[src/rtl/ascii_to_binary.sv]
// Decimal ASCII field to unsigned binary converter. A field is a run of digits
// ended by SOH (0x01); the result and status are published with a done pulse.
//
// state   | meaning
// IDLE    | waiting for start_i
// ACCUM   | consuming bytes, accumulating digits
// DONE    | one-cycle result pulse
module ascii_to_binary #(
  parameter int BITS_OUT_PP          = 32,
  parameter int DIGITS_IN_PP         = 10,
  parameter int DIGIT_COUNT_WIDTH_PP = 4
) (
  input  logic                            clk_i,
  input  logic                            rst_i,
  input  logic                            ce_i,
  input  logic                            start_i,
  input  logic [7:0]                      dat_ascii_i,
  input  logic                            dat_valid_i,
  output logic                            dat_ready_o,
  output logic [BITS_OUT_PP-1:0]          dat_binary_o,
  output logic [DIGIT_COUNT_WIDTH_PP-1:0] digits_o,
  output logic                            busy_o,
  output logic                            done_o,
  output logic                            err_o
);

  localparam int ACC_W = BITS_OUT_PP + 4;

  typedef enum logic [1:0] {
    S_IDLE  = 2'd0,
    S_ACCUM = 2'd1,
    S_DONE  = 2'd2
  } state_t;

  state_t                            state_q, state_d;
  logic [BITS_OUT_PP-1:0]            acc_q, acc_d;
  logic [DIGIT_COUNT_WIDTH_PP-1:0]   cnt_q, cnt_d;
  logic                              err_q, err_d;
  logic [BITS_OUT_PP-1:0]            bin_q, bin_d;
  logic [DIGIT_COUNT_WIDTH_PP-1:0]   dig_q, dig_d;
  logic                              err_out_q, err_out_d;

  logic [ACC_W-1:0] acc_wide;
  logic [ACC_W-1:0] acc_mul;
  logic             is_digit;
  logic             is_soh;
  logic             take;
  logic             ovf;

  // acc*10 + digit as shift-and-add, widened so overflow shows in the top bits
  always_comb begin
    acc_wide = {4'b0000, acc_q};
    acc_mul  = (acc_wide << 3) + (acc_wide << 1)
             + {{(ACC_W-4){1'b0}}, dat_ascii_i[3:0]};
    is_digit = (dat_ascii_i >= 8'h30) && (dat_ascii_i <= 8'h39);
    is_soh   = (dat_ascii_i == 8'h01);
    take     = ce_i && dat_valid_i && (state_q == S_ACCUM);
    ovf      = (|acc_mul[ACC_W-1:BITS_OUT_PP])
            || (cnt_q == DIGIT_COUNT_WIDTH_PP'(DIGITS_IN_PP));
  end

  always_ff @(posedge clk_i or posedge rst_i) begin
    if (rst_i) begin
      state_q <= S_IDLE;
    end else begin
      state_q <= state_d;
    end
  end

  always_comb begin
    state_d = state_q;
    if (ce_i) begin
      case (state_q)
        S_IDLE:  if (start_i) state_d = S_ACCUM;
        S_ACCUM: if (dat_valid_i && is_soh) state_d = S_DONE;
        S_DONE:  state_d = S_IDLE;
        default: state_d = S_IDLE;
      endcase
    end
  end

  always_comb begin
    dat_ready_o = (state_q == S_ACCUM);
    busy_o      = (state_q != S_IDLE);
    done_o      = (state_q == S_DONE);
  end

  // Result registers load as SOH is consumed so they are valid alongside done_o
  always_comb begin
    acc_d     = acc_q;
    cnt_d     = cnt_q;
    err_d     = err_q;
    bin_d     = bin_q;
    dig_d     = dig_q;
    err_out_d = err_out_q;
    if (ce_i && (state_q == S_IDLE) && start_i) begin
      acc_d = '0;
      cnt_d = '0;
      err_d = 1'b0;
    end else if (take) begin
      if (is_soh) begin
        if (err_q || (cnt_q == '0)) begin
          bin_d     = '0;
          dig_d     = '0;
          err_out_d = 1'b1;
        end else begin
          bin_d     = acc_q;
          dig_d     = cnt_q;
          err_out_d = 1'b0;
        end
      end else if (is_digit) begin
        if (!err_q) begin
          if (ovf) begin
            err_d = 1'b1;
          end else begin
            acc_d = acc_mul[BITS_OUT_PP-1:0];
            cnt_d = cnt_q + DIGIT_COUNT_WIDTH_PP'(1);
          end
        end
      end else begin
        err_d = 1'b1;
      end
    end
  end

  always_ff @(posedge clk_i or posedge rst_i) begin
    if (rst_i) begin
      acc_q     <= '0;
      cnt_q     <= '0;
      err_q     <= 1'b0;
      bin_q     <= '0;
      dig_q     <= '0;
      err_out_q <= 1'b0;
    end else begin
      acc_q     <= acc_d;
      cnt_q     <= cnt_d;
      err_q     <= err_d;
      bin_q     <= bin_d;
      dig_q     <= dig_d;
      err_out_q <= err_out_d;
    end
  end

  assign dat_binary_o = bin_q;
  assign digits_o     = dig_q;
  assign err_o        = err_out_q;

endmodule

[config.mk]
export PLATFORM = sky130hd
export DESIGN_NAME = ascii_to_binary
export DESIGN_NICKNAME = d
export VERILOG_FILES = /design/src/rtl/ascii_to_binary.sv
export SDC_FILE = /design/constraint.sdc
export NUM_CORES = 1
export LEC_CHECK = 0
export CAP_MARGIN = 10
export CORE_MARGIN = 5
export CORE_UTILIZATION = 30
export DETAILED_ROUTE_END_ITERATION = 12
export PLACE_DENSITY = 0.56
export SKIP_LAST_GASP = 1
export SLEW_MARGIN = 10
export SYNTH_ARGS = -nofsm -noshare
export SYNTH_HDL_FRONTEND = slang
export SYNTH_SLANG_ARGS = --single-unit
[constraint.sdc]
create_clock -name clk_i -period 5.4 [get_ports clk_i]
set_input_delay 1.08 -clock clk_i [delete_from_list [all_inputs] [get_ports clk_i]]
set_output_delay 1.08 -clock clk_i [all_outputs]
set_load 0.02 [all_outputs]
==> flow_summary.ini, run 1 <==
[pwr]
seqPwrFrac_pct = 49.2
ir_drop_uv = 132.8
p_switching_mw = 0.2574
power.density_mw_per_mm2 = 175.9
p_int_mw = 0.9066
p_comb_share_pct = 3.4
p_leak_nw = 3.242
switching_share_pct = 22.11
p_clk_share_pct = 47.4

[sta]
finalCritPeriodShare_pct = 88.09
drv_slew = 0
worstMarginPinSlew_ns = 0.7730
setup_viol = 0
hold_violations = 0
clock_skew_ns = 0.008105
setup_slack_ns = 0.6429
fmax_ghz = 0.2102
relSlewSlack_pct = 48.30
rsz0062_at_grt = no
min_period_ns = 4.757
fin_tns_setup_ns = 0

[placement]
dp_hpwl_um = 10490
port_buffers = 52
dp_slack_ns = 0.2953
placed_cell_area_mm2 = 0.006346
place_congestion = 0.8753

[routing]
drt_first_pass_iters = 5
routed-via-count = 4640
drt_iter0_drc = 239
routed_wl_um = 13990
drc = 0
ant_nets = 0
vias_per_cell = 5.303
routedWlPerCell_um = 15.99

[clock_network]
cts_tree = yes
hold_buffers = 0
cts_buffer_depth = 2
postCtsSetupBuffers = 0
cts.reportedPaths.clkPinSlew_ns = 0.06
htreeDepth = 3
cts_resized = 0
root_buffer = clkbuf_16
clock-sinks = 76
clk-insertion-delay-late_ns = 0.34
cts_buffers = 9

[layout]
fin_area_mm2 = 0.006616
fin_util_pct = 35.49
fill_cells = 1913
nets = 717
drive_gt1_share_pct = 6.084
multi_input_comb_area_mm2 = 0.003491
n_antenna_cell = 0
area_delta_synth_final_pct = 17.09
seqCellArea_mm2 = 0.001902

[floorplan]
pin_count = 53
die_w_um = 147.2
fp-row-count = 50
die-area_mm2 = 0.02168
dieHeight_um = 147.2
core_mm2 = 0.01864
start_util_pct = 30.31

[grt]
grt_pass1_vias = 4640
grt_max_degree = 64
track_usage_pct = 13.12
grt_pass1_wl_um = 23530
grt_overflow = 0
antenna_found_initial = 0

[synth]
yosysTopAreaCell = dfrtp_1
ys_seq_area_share_pct = 33.66
synthArstFlopShare_pct = 100.0
synth_common_cells = dfrtp_1 (76), nand2_1 (75), ha_1 (66)
synth_fp_nets = 678
syn-cell-area_mm2 = 0.005650
ys.flop_type = dfrtp_1
synth.most_common_cell = dfrtp_1
synth.distinct_cells = 67
ys_seq_elements = 76
yosysTopAreaCellShare_pct = 33.66
yosysWarnings = 0
synthTopCellsByArea = dfrtp_1 (34%), ha_1 (15%), mux2i_1 (6.0%)
synth-edff-count = 0
synth_area_per_cell_um2 = 9.465
synthCells = 597

[setup_path]
cp_max_fo = 17
worstPathArrival_ns = 5.02
cp-end-kind = register
required_ns = 5.66
start_kind = primary input
worstSetupPathType = primary input to register

[outcome]
outcome = complete, no violations

[worst_hold_path]
hold_path.class = register to register

[job]
cap_viol_max_count = 0
## metrics by stage
stage	power, mW	instances	hold slack [ns]
detailed placement	0.6237	859	0.4830
CTS	1.187	875	0.4989
floorplan	0.6036	597	0.5128
finish	1.164	875	0.4931
global route	1.214	875	0.5195
global placement	0.6226	859	0.4725
## cell usage in the layout, fill, tap and decap left out, types with 6 or more instances in the layout
| cell type | count |
|---|---|
| dfrtp_1 | 76 |
| nand2_1 | 75 |
| ha_1 | 66 |
| clkdlybuf4s50_1 | 52 |
| a22o_1 | 34 |
| mux2i_1 | 34 |
| nor2_1 | 31 |
| a21oi_1 | 31 |
| inv_1 | 23 |
| o21ai_0 | 22 |
| a21o_1 | 16 |
| nand3_1 | 14 |
| xnor2_1 | 11 |
| nand4_1 | 10 |
| clkbuf_16 | 9 |
| xor2_1 | 8 |
| a31oi_1 | 7 |
| nand2b_1 | 7 |
| and3_1 | 7 |
| o21ai_1 | 7 |
| buf_4 | 6 |
## registers in the layout (all words and copies together), names as in the netlist
register / count
err_o: 1
acc_q: 32
digits_o: 4
err_q: 1
cnt_q: 4
state_q: 2
dat_binary_o: 32
## power by group through the flow
| stage | clock [mW] | combinational [mW] | sequential [mW] |
|---|---|---|---|
| after detailed placement | 0 | 0.0406 | 0.583 |
| after CTS | 0.574 | 0.0409 | 0.573 |
| final | 0.552 | 0.0394 | 0.573 |
| after global placement | 0 | 0.0394 | 0.583 |
| after floorplan | 0 | 0.0212 | 0.582 |
| after global routing | 0.596 | 0.0458 | 0.573 |
## worst max-delay path: stages
cell and delay, ns:
clkdlybuf4s50_1 0.48, inv_1 0.08, fa_1 0.53, fa_1 0.49, nor2b_1 0.18, o2111ai_1 0.20, a21oi_1 0.32, o21ai_2 0.16
o21a_1 0.22, a2111oi_4 0.52, and3_1 0.22, buf_4 0.29, mux2i_1 0.24
## final timing paths
path | slack [ns] | start | to | cells past startpoint
worst min-delay path | 0.49 | digits_o[3] | digits_o[3] | 2
worst min register to register | 0.49 | digits_o[3] | digits_o[3] | 2
min in group asynchronous | 1.11 | rst_i | dat_binary_o[15] | 2
worst max-delay path | 0.64 | dat_ascii_i[3] | acc_q[29] | 13
max in group asynchronous | 3.31 | rst_i | cnt_q[0] | 3
worst max register to register | 1.48 | acc_q[0] | acc_q[29] | 12
## final cells by class
cell class	count	area share, %
well taps	234	4.425
repair buffers	58	8.548
clock inverters	5	0.4160
inverters	25	1.437
clock buffers	11	3.669
flip-flops and latches	76	28.74
multi-input cells	466	52.76
## cells by family after synthesis
logic type                 synth area share (%)
xor gates and xnor gates                  3.233
muxes                                     6.222
adders and majority gates                 15.32
DFF                                       33.66
AOI/OAI and AO/OA                         22.12
and+or+nand+nor                           14.57
buffers and inverters                     4.871
## per-layer routing
metal	vias up	GRT usage, %	routed length, um
met5	-	0	0
met4	0	3.774	196
met3	12	2.714	566
met2	93	20.69	6244
met1	2234	18.21	6983
li1	2301	-	-
(Power assumes the default switching activity.)
==> run 2, diff against run 1 <==
--- a/config.mk
+++ b/config.mk
@@ -6,7 +6,6 @@
 export NUM_CORES = 1
 export LEC_CHECK = 0
 export CAP_MARGIN = 10
-export CORE_MARGIN = 5
 export CORE_UTILIZATION = 30
 export DETAILED_ROUTE_END_ITERATION = 12
 export PLACE_DENSITY = 0.56
==> flow_summary.ini, run 2 (synthesis results as in run 1) <==
[outcome]
outcome = complete, but fails checks
violations = design-rule violations

[placement]
dpl.cell_count = 855
dp_hpwl_um = 10200
place_congestion = 0.8722
port_buffers = 52

[clock_network]
root_buffer = clkbuf_16
postCtsSetupBuffers = 0
cts.reportedPaths.clkPinSlew_ns = 0.06
cts_buffers = 9
cts_buffer_depth = 2
htreeDepth = 3
clock-sinks = 76
hold_buffers = 0
cts_tree = yes
cts_resized = 0
clk-insertion-delay-late_ns = 0.35

[grt]
antenna_found_initial = 0
track_usage_pct = 14.72
grt_max_degree = 43
grt_overflow = 0
grt_pass1_wl_um = 23030
grt_pass1_vias = 4580

[sta]
hold_violations = 0
setup_viol = 0
relSlewSlack_pct = 41.60
drv_slew = 0
finalCritPeriodShare_pct = 87.17
clock_skew_ns = 0.008066
rsz0062_at_grt = no
fin_tns_setup_ns = 0
min_period_ns = 4.707
worstMarginPinSlew_ns = 0.8750
fmax_ghz = 0.2124

[layout]
area_delta_synth_final_pct = 17.85
n_antenna_cell = 0
final_cell_count_no_fill = 870
layout_common_cells = dfrtp_1 (76), nand2_1 (75), ha_1 (66)
nets = 718
drive_gt1_share_pct = 6.240
final_common_cell = dfrtp_1

[routing]
routed_wl_um = 13600
vias_per_cell = 5.356
routed-via-count = 4660
drt_first_pass_iters = 11
routedWlPerCell_um = 15.64
drt_iter0_drc = 172
ant_nets = 0
drc = 2

[pwr]
power.density_mw_per_mm2 = 186.3
p_leak_nw = 3.259
ir_drop_uv = 137.3
power_mw = 1.241

[worst_hold_path]
hold_path.class = register to register

[job]
cap_viol_max_count = 0

[floorplan]
start_util_pct = 31.03
pin_count = 53
die_w_um = 139.2
core_mm2 = 0.01821
fp-row-count = 49
die-area_mm2 = 0.01939
dieHeight_um = 139.2

[setup_path]
cp_max_fo = 10
crit_slowest_cell = a2111oi_4
cp-end-kind = register
slowest_delay_ns = 0.55
required_ns = 5.67
worst_path_most_repeated_cell = fa_1
worstSetupPathType = primary input to register
start_kind = primary input
worstPathArrival_ns = 4.98
worstPathCellList = clkdlybuf4s50_1 > inv_1 > fa_1 > fa_1 > nor2b_1 > o2111ai_1 > a21oi_1 > o21ai_2 > o21a_1 > a2111oi_4 > and3_1 > buf_4 > mux2i_1
[run 2: changes by cell type in the layout (fill, tap and decap cells not counted), sizes merged]
cell,previous run,this run
bufinv,0,1
clkbuf,11,12
clkinv,5,1
buf,6,7
clkinvlp,1,2
[run 2: cell type report]
class                           instances  area, um2
Clock buffer                           12      266.5
Clock inverter                          3      45.04
Fill cell                            1779      11550
Inverter                               25      95.09
Multi-Input combinational cell        466       3491
Sequential cell                        76       1902
Tap cell                              229      286.5
Timing Repair Buffer                   59      573.1
[run 2: path summary, 6_finish.rpt]
kind / startpoint / to / slack [ns] / cells after the start
max: dat_ascii_i[3] / acc_q[25] / 0.69 / 13
max reg2reg: acc_q[0] / acc_q[25] / 1.54 / 12
min reg2reg: digits_o[2] / digits_o[2] / 0.48 / 2
max in group asynchronous: rst_i / digits_o[3] / 3.29 / 3
min in group asynchronous: rst_i / acc_q[9] / 1.16 / 2
min: digits_o[2] / digits_o[2] / 0.48 / 2
[run 2: routing by layer]
| metal | track usage, % | up-vias | wire length, um |
|---|---|---|---|
| met4 | 4.678 | 0 | 187 |
| met2 | 23.49 | 88 | 6149 |
| li1 | - | 2290 | - |
| met5 | 0 | - | 0 |
| met1 | 19.91 | 2267 | 6794 |
| met3 | 2.959 | 15 | 473 |
[run 2: report_power, final]
part,internal [mW],switching (mW),total (mW)
Combinational,0.0155,0.0239,0.0394
Sequential,0.571,0.00185,0.573
Clock,0.393,0.236,0.629
[run 2: worst max-delay path, delay by kind of cell]
kind                     cells  cell delay [ns]
adder cells (fa/ha/maj)      2             1.02
buffers and inverters        3             0.78
AND/OR/NAND/NOR              2             0.46
AO/OA/AOI/OAI                5             1.44
multiplexers                 1             0.19
[run 2: stage by stage]
stage          setup WS (ns)  instance area [um2]  hold slack (ns)  utilization (%)
6_report              0.6927                 6659           0.4823            36.57
5_1_grt               0.4446                 6659           0.5118            36.57
4_1_cts               0.7410                 6659           0.4985            36.57
3_5_place_dp          0.3696                 6347           0.4843            34.86
3_3_place_gp          0.5575                 6347           0.4849            34.86
2_1_floorplan          1.253                 5650           0.5128                -
==> run 3, diff against run 2 <==
--- a/config.mk
+++ b/config.mk
@@ -6,9 +6,9 @@
 export NUM_CORES = 1
 export LEC_CHECK = 0
 export CAP_MARGIN = 10
+export CORE_MARGIN = 2
 export CORE_UTILIZATION = 30
 export DETAILED_ROUTE_END_ITERATION = 12
-export PLACE_DENSITY = 0.56
 export SKIP_LAST_GASP = 1
 export SLEW_MARGIN = 10
 export SYNTH_ARGS = -nofsm -noshare
==> flow_summary.ini, run 3 (synthesis results as in run 1) <==
[outcome]
outcome = complete, no violations

[routing]
drc = 0
vias_per_cell = 5.152
routed_wl_um = 13370
drt_first_pass_iters = 5
ant_nets = 0
routedWlPerCell_um = 15.26
routed-via-count = 4513
drt_iter0_drc = 281

[sta]
rsz0062_at_grt = no
min_period_ns = 4.623
fin_tns_setup_ns = 0
relSlewSlack_pct = 45.33
worstMarginPinSlew_ns = 0.8175
finalCritPeriodShare_pct = 85.60
setup_viol = 0
drv_slew = 0
fmax_ghz = 0.2163
hold_violations = 0
clock_skew_ns = 0.005775

[clock_network]
cts_tree = yes
postCtsSetupBuffers = 0
clk-insertion-delay-late_ns = 0.35
htreeDepth = 3
clock-sinks = 76
hold_buffers = 0
cts.reportedPaths.clkPinSlew_ns = 0.06
cts_buffers = 9
root_buffer = clkbuf_16
cts_resized = 0
cts_buffer_depth = 2

[layout]
fill_cells = 1869
layout_common_cells = dfrtp_1 (76), nand2_1 (75), ha_1 (66)
final_common_cell = dfrtp_1
nets = 718
fin_util_pct = 36.09
n_antenna_cell = 0
drive_gt1_share_pct = 6.231
area_delta_synth_final_pct = 18.67

[worst_hold_path]
hold_path.class = register to register

[grt]
grt_overflow = 0
grt_max_degree = 64
antenna_found_initial = 0
track_usage_pct = 14.10
grt_pass1_wl_um = 22980
grt_pass1_vias = 4469

[setup_path]
start_kind = primary input
cp_max_fo = 9
worstPathArrival_ns = 4.89
reg2reg_slack_ns = 1.60
required_ns = 5.67
worstSetupPathType = primary input to register
cp-end-kind = register

[pwr]
power_mw = 1.321
p_leak_nw = 3.285
ir_drop_uv = 114.7
power.density_mw_per_mm2 = 197.0

[job]
cap_viol_max_count = 0

[placement]
port_buffers = 52
place_congestion = 0.8284
dp_hpwl_um = 9895

[floorplan]
die-area_mm2 = 0.01995
fp-row-count = 50
start_util_pct = 30.41
die_w_um = 141.2
pin_count = 53
dieHeight_um = 141.2
core_mm2 = 0.01858
## run 3: changes by cell type in the layout (fill, tap and decap cells not counted)
cell / change
clkinvlp_4: -2
clkbuf_1: +1
clkbuf_8: -1
clkinv_2: +1
bufinv_16: +2
## run 3: power by group
group | total [mW] | leakage [nW] | switching [mW] | internal (mW)
combinational | 0.0384 | 2.07 | 0.0231 | 0.0153
clock | 0.709 | 0.173 | 0.234 | 0.476
sequential | 0.573 | 1.05 | 0.00196 | 0.571
## run 3: final timing paths
check                                    start          endpoint  cells past startpoint
max in group asynchronous                rst_i         acc_q[29]                      3
min in group asynchronous                rst_i  dat_binary_o[11]                      2
worst min-delay path               digits_o[2]       digits_o[2]                      2
worst max-delay path            dat_ascii_i[3]          cnt_q[0]                     13
worst max register to register        acc_q[2]          cnt_q[0]                     12
worst min register to register     digits_o[2]       digits_o[2]                      2
## run 3: per-stage QoR
step,area (um2),setup WS (ns),instances,hold WS [ns]
after floorplan,5650,1.253,597,0.5128
after global placement,6354,0.5645,860,0.4909
after detailed placement,6354,0.4699,860,0.4914
after CTS,6705,0.8092,876,0.5096
after global routing,6705,0.4505,876,0.5170
final,6705,0.7774,876,0.4990
## run 3: worst max-delay path: stages
cell	delay [ns]
clkdlybuf4s50_1	0.48
inv_1	0.07
fa_1	0.52
fa_1	0.48
nor2b_1	0.17
o2111ai_1	0.19
a21oi_1	0.31
o21ai_2	0.16
o21a_1	0.22
a2111oi_4	0.52
and3_1	0.25
buf_4	0.22
mux2i_1	0.21
## run 3: area by class of cell
| cell class | instances | area [um2] | share of cell area, % |
|---|---|---|---|
| Sequential cell | 76 | 1902 | 28.36 |
| Inverter | 25 | 95.09 | 1.418 |
| Clock buffer | 12 | 256.5 | 3.825 |
| Clock inverter | 4 | 95.09 | 1.418 |
| Tap cell | 234 | 292.8 | 4.366 |
| Timing Repair Buffer | 59 | 573.1 | 8.546 |
| Multi-Input combinational cell | 466 | 3491 | 52.06 |
## run 3: layer usage
layer	wire length, um	GRT usage (%)	up-vias
li1	-	-	2285
met1	6906	20.32	2154
met2	5935	21.59	63
met3	312	1.664	11
met4	214	5.474	0
met5	0	0	-
